$ cat src/rtl/cv32e40s_mpu_req_arbiter.sv
// Purpose : shares one MPU request port between two requesters and routes responses back to their owners.
// Latency : grant and request fields are combinational; responses are routed in the cycle they arrive.
// Backpressure: a stalled request is locked until the MPU accepts it; no new issue once MAX_OUTSTANDING are in flight.
//
// Ports:
//   clk, rst_n                     clock, asynchronous active-low reset
//   rX_req_i/addr/we/be/wdata      requester X request channel (X = 0, 1)
//   rX_gnt_o                       requester X request accepted this cycle
//   rX_rvalid_o / rX_err_o         response (and MPU fault flag) for requester X
//   rdata_o                        shared response data, qualified by rX_rvalid_o
//   mpu_*                          muxed request towards the MPU, response from it
//   one_txn_pend_n_o               exactly one transaction outstanding next cycle
//   outstanding_o                  current outstanding count
//   protocol_err_o                 sticky: response arrived with nothing outstanding

// Purpose : in-order ownership FIFO; pointers wrap modulo DEPTH, occupancy tracked by the user.
// Latency : head_dat reflects the oldest entry combinationally; a push is visible from the next cycle.
// Backpressure: none; the user must never push when full or pop when empty.
module fifo_sync #(
  parameter int unsigned DEPTH = 2,
  parameter int unsigned WIDTH = 1
) (
  input  logic             clk,
  input  logic             rst_n,
  input  logic             push_vld,
  input  logic [WIDTH-1:0] push_dat,
  input  logic             pop_vld,
  output logic [WIDTH-1:0] head_dat
);

  localparam int unsigned PW = (DEPTH > 1) ? $clog2(DEPTH) : 1;

  logic [WIDTH-1:0] mem [DEPTH];
  logic [PW-1:0]    wptr_q;
  logic [PW-1:0]    rptr_q;

  function automatic logic [PW-1:0] ptr_inc(input logic [PW-1:0] p);
    return (p == PW'(DEPTH - 1)) ? '0 : p + PW'(1);
  endfunction

  always_ff @(posedge clk or negedge rst_n) begin
    if (!rst_n) begin
      wptr_q <= '0;
      rptr_q <= '0;
    end else begin
      if (push_vld) wptr_q <= ptr_inc(wptr_q);
      if (pop_vld)  rptr_q <= ptr_inc(rptr_q);
    end
  end

  always_ff @(posedge clk) begin
    if (push_vld) mem[wptr_q] <= push_dat;
  end

  assign head_dat = mem[rptr_q];

endmodule

// Purpose : round-robin MPU request arbiter with in-order response routing for two requesters.
// Latency : zero-cycle grant/mux; responses routed same cycle, earliest one cycle after acceptance.
// Backpressure: holds the selected request stable under !mpu_trans_ready_i; stops issuing at MAX_OUTSTANDING.
module cv32e40s_mpu_req_arbiter #(
  parameter int unsigned MAX_OUTSTANDING = 2,
  parameter int unsigned R0_FIRST        = 1
) (
  input  logic        clk,
  input  logic        rst_n,

  input  logic        r0_req_i,
  output logic        r0_gnt_o,
  input  logic [31:0] r0_addr_i,
  input  logic        r0_we_i,
  input  logic [3:0]  r0_be_i,
  input  logic [31:0] r0_wdata_i,
  output logic        r0_rvalid_o,
  output logic        r0_err_o,

  input  logic        r1_req_i,
  output logic        r1_gnt_o,
  input  logic [31:0] r1_addr_i,
  input  logic        r1_we_i,
  input  logic [3:0]  r1_be_i,
  input  logic [31:0] r1_wdata_i,
  output logic        r1_rvalid_o,
  output logic        r1_err_o,

  output logic [31:0] rdata_o,

  output logic        mpu_trans_valid_o,
  input  logic        mpu_trans_ready_i,
  output logic [31:0] mpu_addr_o,
  output logic        mpu_we_o,
  output logic [3:0]  mpu_be_o,
  output logic [31:0] mpu_wdata_o,
  input  logic        mpu_resp_valid_i,
  input  logic        mpu_resp_err_i,
  input  logic [31:0] mpu_rdata_i,

  output logic        one_txn_pend_n_o,
  output logic [2:0]  outstanding_o,
  output logic        protocol_err_o
);

  localparam logic [2:0] MAX_CNT = 3'(MAX_OUTSTANDING);
  localparam logic       PRIO_RST = (R0_FIRST != 0) ? 1'b0 : 1'b1;

  logic [2:0] cnt_q, cnt_n;
  logic       lock_q, lock_id_q, prio_q, perr_q;
  logic       sel, can_issue, acc, pop, head;

  // A locked request wins unconditionally; otherwise a lone requester wins,
  // and a tie goes to the requester holding priority.
  always_comb begin
    sel = prio_q;
    if (lock_q)                      sel = lock_id_q;
    else if (r0_req_i && !r1_req_i)  sel = 1'b0;
    else if (r1_req_i && !r0_req_i)  sel = 1'b1;
  end

  // Occupancy uses the registered count only: a response popping this cycle
  // does not open a slot until the next one.
  assign can_issue         = (cnt_q < MAX_CNT);
  assign mpu_trans_valid_o = can_issue && (lock_q || r0_req_i || r1_req_i);
  assign acc               = mpu_trans_valid_o && mpu_trans_ready_i;

  assign mpu_addr_o  = sel ? r1_addr_i  : r0_addr_i;
  assign mpu_we_o    = sel ? r1_we_i    : r0_we_i;
  assign mpu_be_o    = sel ? r1_be_i    : r0_be_i;
  assign mpu_wdata_o = sel ? r1_wdata_i : r0_wdata_i;

  assign r0_gnt_o = acc && !sel;
  assign r1_gnt_o = acc &&  sel;

  // Responses with nothing outstanding are dropped and flagged instead.
  assign pop = mpu_resp_valid_i && (cnt_q != 3'd0);

  fifo_sync #(
    .DEPTH (MAX_OUTSTANDING),
    .WIDTH (1)
  ) u_id_fifo (
    .clk      (clk),
    .rst_n    (rst_n),
    .push_vld (acc),
    .push_dat (sel),
    .pop_vld  (pop),
    .head_dat (head)
  );

  assign r0_rvalid_o = pop && !head;
  assign r1_rvalid_o = pop &&  head;
  assign r0_err_o    = pop && !head && mpu_resp_err_i;
  assign r1_err_o    = pop &&  head && mpu_resp_err_i;
  assign rdata_o     = pop ? mpu_rdata_i : 32'h0;

  assign cnt_n            = cnt_q + {2'b00, acc} - {2'b00, pop};
  assign one_txn_pend_n_o = (cnt_n == 3'd1);
  assign outstanding_o    = cnt_q;
  assign protocol_err_o   = perr_q;

  always_ff @(posedge clk or negedge rst_n) begin
    if (!rst_n) begin
      cnt_q     <= 3'd0;
      lock_q    <= 1'b0;
      lock_id_q <= 1'b0;
      prio_q    <= PRIO_RST;
      perr_q    <= 1'b0;
    end else begin
      cnt_q <= cnt_n;
      if (acc) begin
        lock_q <= 1'b0;
        prio_q <= !sel;
      end else if (mpu_trans_valid_o) begin
        lock_q    <= 1'b1;
        lock_id_q <= sel;
      end
      if (mpu_resp_valid_i && (cnt_q == 3'd0)) perr_q <= 1'b1;
    end
  end

endmodule

$ cat config.mk
export PLATFORM = sky130hd
export DESIGN_NAME = cv32e40s_mpu_req_arbiter
export DESIGN_NICKNAME = d
export VERILOG_FILES = /design/src/rtl/cv32e40s_mpu_req_arbiter.sv
export SDC_FILE = /design/constraint.sdc
export NUM_CORES = 1
export LEC_CHECK = 0
export BUFFER_PORTS_ARGS = -buffer_cell sky130_fd_sc_hd__buf_2
export CORE_AREA = 2 2 113 115
export CTS_BUF_LIST = sky130_fd_sc_hd__clkbuf_8
export CTS_CLUSTER_SIZE = 24
export DETAILED_ROUTE_END_ITERATION = 10
export DIE_AREA = 0 0 115 117
export PLACE_DENSITY = 0.48
export SLEW_MARGIN = 10
export SYNTH_ARGS = -nofsm -noshare
export SYNTH_HDL_FRONTEND = slang
export SYNTH_HIERARCHICAL = 1
export SYNTH_SLANG_ARGS = --single-unit
$ cat constraint.sdc
create_clock -name clk -period 5.84 [get_ports clk]
set_input_delay 0.292 -clock clk [delete_from_list [all_inputs] [get_ports clk]]
set_output_delay 0.292 -clock clk [all_outputs]
set_load 0.02 [all_outputs]
==> metrics.md <==
| Metric | Value |
|---|---|
| Hold Vio Cnt, Final | 0 |
| WP data arrival | 2700 ps |
| Clk sinks | 11 |
| Reg-to-reg startpoint | outstanding_o[1] |
| Fin util | 0.2661 |
| ANT nets after route | 0 |
| Initial antenna violation count | 0 |
| Top_reg_cell synth | dfrtp_1 |
| Leak | 0.001854 uW |
| CTS H-tree depth | 1 |
| Sequential share of the synthesized area | 0.1713 |
| P_int | 610.3 uW |
| Syn. warnings | 6 |
| CTS tree | yes |
| CTS Buf Count | 3 |
| I/O Buffers | 289 |
| Comb power frac | 0.825 |
| Biggest area consumer among synthesized cells | mux2_2 |
| Fin Setup TNS | 0 ps |
| Seq pwr share | 0.115 |
| Min-delay worst type | in2reg |
| Routability Congestion | 0.7991 |
| Final period utilization | 0.5124 |
| Pwr dens | 380.9 nW/um^2 |
| First-pass DRT Iterations | 4 |
| Largest net degree at the start of global routing | 63 |
| Slew HR | 0.5010 |
| Vias | 2,309 |
| Max-Cap Viols | 0 |
| Yosys top cell area share | 0.4733 |
| WL final | 7538 um |
| Nets | 632 |
| Clock Skew | 2.160 ps |
| Reg-to-Reg End | outstanding_o[2] |
| First-pass GRT wire length | 9936 um |
| Core Region | 12,310 um^2 |
| Max Root-Sink Buffers | 2 |
| Clk root buf | clkbuf_8 |
| Sw frac | 0.5108 |
| Clk pwr share | 0.060 |
| Synthesis-stage register bit count | 11 |
| CP Launch Type | flop |
| Final setup vio count | 0 |
| Vias in the first global route | 2,136 |
| Syn nets | 346 |
| Max IR drop VDD | 0.1433 mV |
| Data required time of the critical path | 5550 ps |
| Synth area leaders | mux2_2, dfrtp_1, and2_1 |
| Crit path time final | 2992 ps |
| Vias per cell | 3.848 |
| Max Slew Vio Count | 0 |
| Hpwl dp | 6836 um |
| Post-CTS Setup Bufs | 0 |
| Syn avg cell area | 10.09 um^2 |
| Share of layout cells above drive strength 1 | 0.8133 |
| Worst Hold Path EP | protocol_err_o |
| DRC | 0 |
| Clk_lat worst skew | 240 ps |
| Total I/O pin count | 290 |
| Initial detailed-routing violation count | 51 |
| Synth cell types | 27 |
| FFs w/ async S/R, synth | 0.8182 |
| Reg2Reg Depth | 8 |
| Worst R2R Setup Slack | 3630 ps |
| Max Freq | 0.3342 GHz |
| RSZ-0062 raised after global routing | no |
| Layout area overhead | 96.69% |
| Clock-pin transition on the worst setup and hold timing paths | 50 ps |
| Die width | 115 um |
| Count of flip-flops with a built-in enable after synthesis | 2 |
| Switching power | 637.3 uW |
| Kind of critical path | reg2out |
| ANT cells | 0 |
| Cell Rows | 41 |
| Mapped cell area | 1665 um^2 |
| Chip height | 117 um |
| Initial Util | 0.1353 |
| Drt wl/cell | 12.56 um |
| Hold path startpoint | mpu_resp_valid_i |
| Total power | 1248 uW |
| Total grt overflow | 0 |
| Post-synthesis cell count | 165 |
| Hold path depth | 2 |
| Crit Path Max Fanout | 6 |
| Tot GR Track Use | 0.09261 |
| Total die area | 13,460 um^2 |
| Crit. End Element | output pin |
| Worst Max-Slew Pin Slew | 748.4 ps |
| Status | finished clean |
==> per-stage QoR <==
step	cells	cell area (um^2)	setup WS [ps]	hold slack [ps]
global route	600	3276	2668	270.3
global placement	595	3221	3145	159.5
finish	600	3276	2848	269.5
floorplan	165	1665	2913	-3.591
CTS	600	3276	2772	267.7
detailed placement	595	3221	3033	163.3
==> repair_timing <==
| action | 4_1_cts | 5_1_grt |
|---|---|---|
| endpoints found under the hold margin | 9 | 0 |
| resized for setup | 0 | 0 |
| hold buffers | 1 | 0 |
==> power groups by stage <==
stage / registers [uW] / logic, uW / clock network (uW)
2_1_floorplan: 158 / 753 / 0
3_3_place_gp: 144 / 1040 / 0
3_5_place_dp: 145 / 1040 / 0
4_1_cts: 144 / 1040 / 76.8
5_1_grt: 149 / 1120 / 82.4
6_report: 144 / 1030 / 74.4
==> registers in the layout, summed over array words and instances, names as in the netlist <==
signal and cells:
u_id_fifo/wptr_q 1, lock_q 1, protocol_err_o 1, lock_id_q 1, prio_q 1, outstanding_o 3, u_id_fifo/mem 2, u_id_fifo/rptr_q 1
==> metal layers <==
layer | wire length (um) | track usage | up-vias
met5 | 0 | 0 | -
met4 | 22 | 0.009639 | 0
met3 | 620 | 0.02472 | 4
met2 | 4173 | 0.1796 | 133
met1 | 2721 | 0.1046 | 1023
li1 | - | - | 1149
==> area by class of cell <==
cell class / instances / area [um^2]
Clock inverter: 1 / 3.754
Inverter: 7 / 26.28
Tap cell: 150 / 187.7
Multi-Input combinational cell: 136 / 1260
Fill cell: 1340 / 9036
Timing Repair Buffer: 292 / 1471
Clock buffer: 3 / 41.29
Sequential cell: 11 / 285.3
==> worst max-delay path, stage by stage, from the launching register on <==
cell and delay (ps):
dfrtp_1 440, o311ai_0 640, ha_1 340, inv_1 50
ha_1 150, fa_1 420, nor3b_1 220, buf_2 200
==> logic make-up (layout without fill, tap and decap cells) <==
logic type / Yosys count / count (layout) / synth area share
buffers and inverters: 18 / 303 / 0.07213
AO/OA/AOI/OAI: 8 / 8 / 0.04208
flip-flops: 11 / 11 / 0.1713
AND/OR/NAND/NOR: 49 / 49 / 0.1758
XOR/XNOR: 3 / 3 / 0.01578
multiplexers: 72 / 72 / 0.4884
adder cells (fa/ha/maj): 4 / 4 / 0.03456
==> how the worst max path moves through the flow <==
stage / from / slack [ps] / endpoint / cells past startpoint
after floorplan: outstanding_o[1] / 2910 / one_txn_pend_n_o / 10
after global placement: r0_req_i / 3140 / mpu_addr_o[12] / 6
after detailed placement: lock_q / 3030 / one_txn_pend_n_o / 7
after CTS: lock_q / 2770 / one_txn_pend_n_o / 7
after global routing: outstanding_o[1] / 2670 / one_txn_pend_n_o / 10
final: lock_q / 2850 / one_txn_pend_n_o / 7
==> cell usage after synthesis, types with 2 or more instances <==
cell type / number
mux2_2: 70
dfrtp_1: 9
nor2_1: 3
nor2b_1: 3
xor2_1: 2
o22ai_1: 2
edfxtp_1: 2
nor3_1: 2
inv_1: 7
clkbuf_1: 4
ha_1: 3
and2_1: 35
nand2_1: 3
buf_6: 7
==> layout by cell type, fill, tap and decap left out, types with 2 or more instances in the layout <==
master and instances:
buf_2 289, mux2_2 70, and2_1 35, dfrtp_1 9
inv_1 8, nor2b_1 3, nor2_1 3, nand2_1 3
ha_1 3, clkbuf_8 3, nor3_1 2, o22ai_1 2
buf_4 2, xor2_1 2, edfxtp_1 2
No activity file was read; power rests on OpenSTA's default activity.
